===== config.mk =====
export PLATFORM = sky130hd
export DESIGN_NAME = vga_scan_generator
export DESIGN_NICKNAME = d
export VERILOG_FILES = /design/src/rtl/vga_scan_generator.sv
export SDC_FILE = /design/constraint.sdc
export NUM_CORES = 1
export LEC_CHECK = 0
export ABC_AREA = 1
export CORE_MARGIN = 3
export CORE_UTILIZATION = 50
export CTS_CLUSTER_DIAMETER = 50
export DETAILED_ROUTE_END_ITERATION = 8
export DONT_BUFFER_PORTS = 1
export MAX_ROUTING_LAYER = met4
export PLACE_DENSITY = 0.62
export SKIP_LAST_GASP = 1
export SYNTH_ARGS = -nofsm -noshare
export SYNTH_HDL_FRONTEND = slang
export SYNTH_SLANG_ARGS = --single-unit

===== constraint.sdc =====
create_clock -name clk -period 1.57 [get_ports clk]
set_clock_uncertainty 0.1 [all_clocks]
set_input_delay 0.157 -clock clk [delete_from_list [all_inputs] [get_ports clk]]
set_output_delay 0.157 -clock clk [all_outputs]
set_load 0.02 [all_outputs]

===== src/rtl/vga_scan_generator.sv =====
// VGA raster scan generator: prescaled pixel/line counters, frame pulse, sync decode,
// and a delay line that re-aligns syncs/blanking with the colour returned by the screen mux.
module vga_scan_generator #(
    parameter int CLK_DIV    = 2,
    parameter int H_ACTIVE   = 640,
    parameter int H_FP       = 16,
    parameter int H_SYNC     = 96,
    parameter int H_BP       = 48,
    parameter int V_ACTIVE   = 480,
    parameter int V_FP       = 10,
    parameter int V_SYNC     = 2,
    parameter int V_BP       = 33,
    parameter int PIPE_DELAY = 1
) (
    input  logic        clk,
    input  logic        reset,
    input  logic [7:0]  RGB_in,
    output logic [10:0] pixelX,
    output logic [10:0] pixelY,
    output logic        startOfFrame,
    output logic        active,
    output logic [3:0]  vga_r,
    output logic [3:0]  vga_g,
    output logic [3:0]  vga_b,
    output logic        vga_hs,
    output logic        vga_vs,
    output logic        vga_blank_n
);

    localparam int H_TOTAL = H_ACTIVE + H_FP + H_SYNC + H_BP;
    localparam int V_TOTAL = V_ACTIVE + V_FP + V_SYNC + V_BP;
    localparam int DIV_W   = (CLK_DIV > 1) ? $clog2(CLK_DIV) : 1;

    localparam logic [DIV_W-1:0] DIV_LAST = DIV_W'(CLK_DIV - 1);
    localparam logic [10:0] H_LAST     = 11'(H_TOTAL - 1);
    localparam logic [10:0] V_LAST     = 11'(V_TOTAL - 1);
    localparam logic [10:0] H_VISIBLE  = 11'(H_ACTIVE);
    localparam logic [10:0] V_VISIBLE  = 11'(V_ACTIVE);
    localparam logic [10:0] HS_FIRST   = 11'(H_ACTIVE + H_FP);
    localparam logic [10:0] HS_LAST    = 11'(H_ACTIVE + H_FP + H_SYNC - 1);
    localparam logic [10:0] VS_FIRST   = 11'(V_ACTIVE + V_FP);
    localparam logic [10:0] VS_LAST    = 11'(V_ACTIVE + V_FP + V_SYNC - 1);

    logic [DIV_W-1:0] divCnt;
    logic             pixEn;
    logic [10:0]      hCnt;
    logic [10:0]      vCnt;
    logic             hWrap;
    logic             vWrap;
    logic             hsRaw;
    logic             vsRaw;

    logic [PIPE_DELAY-1:0] hsDly;
    logic [PIPE_DELAY-1:0] vsDly;
    logic [PIPE_DELAY-1:0] actDly;
    logic [PIPE_DELAY-1:0] hsNext;
    logic [PIPE_DELAY-1:0] vsNext;
    logic [PIPE_DELAY-1:0] actNext;

    assign pixEn = (divCnt == DIV_LAST);
    assign hWrap = (hCnt == H_LAST);
    assign vWrap = (vCnt == V_LAST);

    always_ff @(posedge clk) begin
        if (reset) begin
            divCnt <= '0;
        end else if (pixEn) begin
            divCnt <= '0;
        end else begin
            divCnt <= divCnt + 1'b1;
        end
    end

    // Vertical counter only moves on the horizontal wrap, so both wrap together at frame end.
    always_ff @(posedge clk) begin
        if (reset) begin
            hCnt         <= '0;
            vCnt         <= '0;
            startOfFrame <= 1'b0;
        end else begin
            startOfFrame <= pixEn && hWrap && vWrap;
            if (pixEn) begin
                if (hWrap) begin
                    hCnt <= '0;
                    vCnt <= vWrap ? 11'd0 : vCnt + 11'd1;
                end else begin
                    hCnt <= hCnt + 11'd1;
                end
            end
        end
    end

    assign pixelX = hCnt;
    assign pixelY = vCnt;
    assign active = (hCnt < H_VISIBLE) && (vCnt < V_VISIBLE);
    assign hsRaw  = !((hCnt >= HS_FIRST) && (hCnt <= HS_LAST));
    assign vsRaw  = !((vCnt >= VS_FIRST) && (vCnt <= VS_LAST));

    // Stage 0 takes the live decode; later stages take the previous stage.
    genvar gi;
    generate
        for (gi = 0; gi < PIPE_DELAY; gi++) begin : g_delay
            if (gi == 0) begin : g_first
                assign hsNext[gi]  = hsRaw;
                assign vsNext[gi]  = vsRaw;
                assign actNext[gi] = active;
            end else begin : g_chain
                assign hsNext[gi]  = hsDly[gi-1];
                assign vsNext[gi]  = vsDly[gi-1];
                assign actNext[gi] = actDly[gi-1];
            end
        end
    endgenerate

    always_ff @(posedge clk) begin
        if (reset) begin
            hsDly  <= '1;
            vsDly  <= '1;
            actDly <= '0;
        end else begin
            hsDly  <= hsNext;
            vsDly  <= vsNext;
            actDly <= actNext;
        end
    end

    // Output register captures RGB_in together with the matching delayed timing bits.
    always_ff @(posedge clk) begin
        if (reset) begin
            vga_r       <= 4'h0;
            vga_g       <= 4'h0;
            vga_b       <= 4'h0;
            vga_hs      <= 1'b1;
            vga_vs      <= 1'b1;
            vga_blank_n <= 1'b0;
        end else begin
            vga_hs      <= hsDly[PIPE_DELAY-1];
            vga_vs      <= vsDly[PIPE_DELAY-1];
            vga_blank_n <= actDly[PIPE_DELAY-1];
            if (actDly[PIPE_DELAY-1]) begin
                vga_r <= {RGB_in[7:5], RGB_in[7]};
                vga_g <= {RGB_in[4:2], RGB_in[4]};
                vga_b <= {RGB_in[1:0], RGB_in[1:0]};
            end else begin
                vga_r <= 4'h0;
                vga_g <= 4'h0;
                vga_b <= 4'h0;
            end
        end
    end

endmodule

## Yosys cells after proc, flatten, opt, wreduce, memory -nomap -nowiden

Cells that the tools add are included.

| operators by class | value |
|---|---|
| bitwise operators | 1 |
| reduce and logical (&&, ||, !) cells | 10 |
| muxes and demuxes | 2 |
| equality and inequality tests | 2 |
| add/subtract/negate cells | 3 |
| order comparisons | 6 |

Operators by type and width:

| kind | number |
|---|---|
| 11-bit by 1-bit adder with 11-bit output (second input constant) | 2 |
| 11-bit by 10-bit equality test with 1-bit output (second input constant) | 2 |
| 11-bit two-way mux | 2 |
| 11-bit by 10-bit >= comparator with 1-bit output (second input constant) | 1 |
| 11-bit by 9-bit >= comparator with 1-bit output (second input constant) | 1 |
| 11-bit by 10-bit less-or-equal comparator with 1-bit output (second input constant) | 1 |
| 11-bit by 9-bit less-or-equal comparator with 1-bit output (second input constant) | 1 |
| 11-bit by 10-bit < comparator with 1-bit output (second input constant) | 1 |
| 11-bit by 9-bit < comparator with 1-bit output (second input constant) | 1 |
| 1-bit logical AND | 5 |
| 2-bit OR reduction | 2 |
| 1-bit logical NOT | 2 |
| 2-bit AND reduction | 1 |
| 1-bit adder (second input constant) | 1 |
| 1-bit inverter | 1 |

| word-level totals | value |
|---|---|
| output and inout bits | 39 |
| flip-flop bits (word level) | 42 |
| logic and storage cells | 37 |
| input port bits | 10 |

## Longest topological paths before layout

| depth | value |
|---|---|
| word-level depth | 3 |
| mapped depth | 9 |
| gate-level depth less buffers | 9 |

## Worst setup path before layout

Ideal clock, no wire load.

| path | value |
|---|---|
| path kind | register to register |
| start point | register hCnt[0] (netlist: pixelX[0]) |
| end point | register hCnt[10] (netlist: pixelX[10]) |
| data required time | 1.357 ns |
| library setup time | 0.113 ns |
| clock period less this slack | 1.624 ns |
| buffers on the path | 0 |
| path slack | -0.054 ns |
| arrival time | 1.410 ns |
| stages on the path, launching flop included | 9 |
| cell sequence | dfxtp_1 -> ha_1 -> nand3_1 -> nor2_4 -> nand3_4 -> nand2_4 -> inv_4 -> o21ai_1 -> nor2_1 |

| on the way | value |
|---|---|
| cells in the longest elaborated chain, start to end | 2 |
| elaborated cells between the ends (all ways) | 3 |
| classes of those cells | 1 x add/sub; 1 x eq/ne; 1 x mux |

RTL lines:

| element | line | RTL |
|---|---|---|
| start: declaration | 46 | `logic [10:0] hCnt;` |
| start signal: assignment | 87 | `hCnt <= hCnt + 11'd1;` |
| 11-bit by 1-bit adder with 11-bit output or 11-bit by 10-bit equality test with 1-bit output (tied branches) | 87, 61 |  |
| 11-bit two-way mux (*) | 83 | `if (hWrap) begin` |

Mark *: on every way between the ends. The rest lies on a longest branch, timed or not.
A chain may end at the register's enable or synchronous reset.

## Worst setup path in the final report

| path | value |
|---|---|
| start point | register hCnt[10] (netlist: pixelX[10]) |
| end point | output port active |

| on the way | value |
|---|---|
| cells in the longest elaborated chain, start to end | 2 |

RTL lines:

| element | line | RTL |
|---|---|---|
| 11-bit by 10-bit < comparator with 1-bit output | 95 | `assign active = (hCnt < H_VISIBLE) && (vCnt < V_VISIBLE);` |
| 1-bit logical AND | 95 |  |
| end: declaration | 21 | `output logic active,` |

No other way between the ends.

==> impl_results.md <==
* CTS Buf Count at 5
* Sequential-to-total area share from yosys stat at slightly above 40%
* Worst vdd ir at approximately 0.84 mV
* DRC Markers at 0
* Synth top area share at between 40% and 50%
* Peak fanout along the critical path at 4
* Average size of a mapped cell at ~7 um2
* Post-synth EDFFs at 0
* # nets final at ~310
* Final instance area at 0.00235 mm2
* Fillers at 323
* Fin crit share at 94.9%
* Worst-path clk slew at 0.08 ns
* Max stage delay on crit path at around 0.33 ns
* CP top delay family: simple AND/OR/NAND/NOR gates
* Root Driver: clkbuf_8
* CP endpoint kind: output pin
* Final Hold Vio Count at 0
* CTS tree: yes
* Drt total wl at roughly 4.4 mm
* Leak Pwr at between 0.001 and 0.0015 uW
* CTS max path bufs at 2
* Hold crit path type: input pin to flop
* Cell with the most instances after synthesis: nand2_1
* Crit-path cells: inv_1 -> nand3_2 -> nand2_1 -> nor3_2 -> buf_4
* CP startpoint kind: flop
* First-pass GRT wire length at 7.31 mm
* Core Region at around 0.0035 mm2
* Post-DR vias/cell at between 4 and 5
* GR Util met3 at 5.90%
* Antenna Nets Post-Route at 0
* Fmax at 671 MHz
* CTS Sinks at 38
* Input/output buffers at 0
* Largest net degree at the start of global routing at 14
* Count of different cell masters after synthesis at 29
* P&R area growth vs syn at 26.7%
* Routed len/inst at 12.7 um
* Syn nets at approximately 280
* Clock Latency Late Sink at 0.29 ns
* Hold WS at between 0.2 and 0.25 ns
* Starting density of the core at 53.5%
* Synth Warn # at 0
* Chip width at approximately 67 um
* Total track usage at between 20% and 30%
* Layout cells sized above 1 at a little under a quarter
* Status: complete, no violations
* Row count at 21
* Via count at ~1,700
* Finished Layout Cells at between 300 and 400
* Pins Over Slew Limit at 0
* Final setup fails at 0
* DRT Pass-1 Iters at 4
* Post-DP Area at just over 0.002 mm2
* Htree depth at 2
* CP Buf/Inv Count at 2
* Initial antenna violation count at 0
* Routability Congestion at 0.916
* Slowest cell on the critical path: dfxtp_1
* Vias in the first global route at between 1,500 and 2,000
* Primary FF master, synth: dfxtp_1
* Starting DRT DRC Count at 160
* Tot Pwr at 2090 uW
* GR Util met2 at a little over a third
* Final min period at 1.49 ns
* Power per standard cell area at ~900 mW/mm2
* Async set or reset register ratio after synthesis at 0%
* Post-DP HPWL at ~3.2 mm
* Die Height at between 60 and 70 um
* Die area at around 0.0045 mm2
* Largest cells by area after synthesis: dfxtp_1 (41%), nand2_1 (14%), inv_1 (7.7%)
* Syn Std Cell Area at approximately 0.0019 mm2
* Layout Utilization at approximately two thirds
* Worst-Margin Slew at 0.511 ns
* Relative slew margins at between 60 and 70%
* GR Util met1 at ~28%
* CP Data Required Time at between 1 and 1.5 ns
* CP arrival at 1.23 ns
* Area leader, netlist: dfxtp_1
* FF+latch count, synth at 38
* Top Ports at ~50
* Maximum Capacitance Violations at 0
* Top Usage Layer GRT: met2
* Grt ovf at 0
* Placed cells at roughly 330
* Antenna diode count at 0
* Post-Synthesis Cells at approximately 270
* Worst Setup Path Type: flop to output pin
* Post-synth top cells: nand2_1 (70), dfxtp_1 (38), inv_1 (38), nor2_1 (31), nand3_1 (25)
## area by class of cell
cell class              instances  area [um2]  share of cell area [%]
multi-input cells             178         937                    39.8
flip-flops and latches         38         771                    32.8
repair buffers                 36         293                    12.4
inverters                      41         156                    6.65
clock buffers                   5        68.8                    2.93
clock inverters                 3        68.8                    2.93
well taps                      46        57.6                    2.45
## where the power goes
group	total [uW]	switching (uW)	internal, uW	leakage (uW)
clock	994	357	637	0.0000683
combinational	90.7	52.5	38.1	0.000710
sequential	1010	25.9	980	0.000313
total	2090	436	1650	0.00109
## path summary, 6_finish.rpt
check	start	end	slack [ns]	cells after the start
worst max-delay path	pixelX[10]	active	0.08	5
worst min-delay path	reset	pixelY[1]	0.22	3
worst max register to register	pixelY[0]	pixelY[0]	0.11	9
worst min register to register	hsDly	vga_hs	0.31	1
## layout by cell type, fill, tap and decap left out, types with 3 or more instances in the layout
cell            n
dfxtp_1        30
o21ai_0         5
a21oi_1         7
dfxtp_2         8
nand3_1        23
nand2_1        70
buf_4          27
clkbuf_8        5
nor2_2          5
nand3_2         3
or2_2           3
inv_1          38
nor2_4          7
dlygate4sd3_1   9
nand4_1         5
nor3_1          6
nor2_1         25
## registers in the layout, indices dropped and copies added, names as in the netlist
register	cells
pixelY	11
vga_g	3
divCnt	1
vga_vs	1
vga_hs	1
vga_r	3
vga_blank_n	1
hsDly	1
vsDly	1
pixelX	11
actDly	1
startOfFrame	1
vga_b	2
## timing repair
item,in CTS,in global routing
cloned,0,0
buffers inserted,0,1
hold endpoints to repair,21,0
hold buffers,9,0
pin swaps,0,1
resized for setup,4,17
endpoints found under the setup margin,1,16
## layer usage
layer  share of wire, %  vias to the layer above
met4                1.3                        0
met2                 47                       59
met3                6.7                        7
li1                   -                      898
met5                  0                        -
met1                 45                      750
## worst reg2reg max path: cells and delay by family, from the launching register on
family,cells,cell delay [ns]
and+or+nand+nor,7,0.65
DFF,1,0.35
adders and majority gates,1,0.17
buffers and inverters,1,0.08
## per-stage QoR
stage	TNS, ns	setup slack (ns)
after CTS	0	0.0128
final	0	0.0799
after global placement	0	0.0609
after global routing	-0.0188	-0.0188
after floorplan	0	0.0500
after detailed placement	0	0.0605
## cells by family after synthesis
| group | after synthesis | synth area share [%] |
|---|---|---|
| buf+inv | 49 | 11.4 |
| flops | 38 | 41.0 |
| xor+xnor | 2 | 0.944 |
| fa+ha+maj | 3 | 2.02 |
| simple gates | 154 | 38.9 |
| compound gates | 19 | 5.73 |
Power figures use the tool's default switching activity.
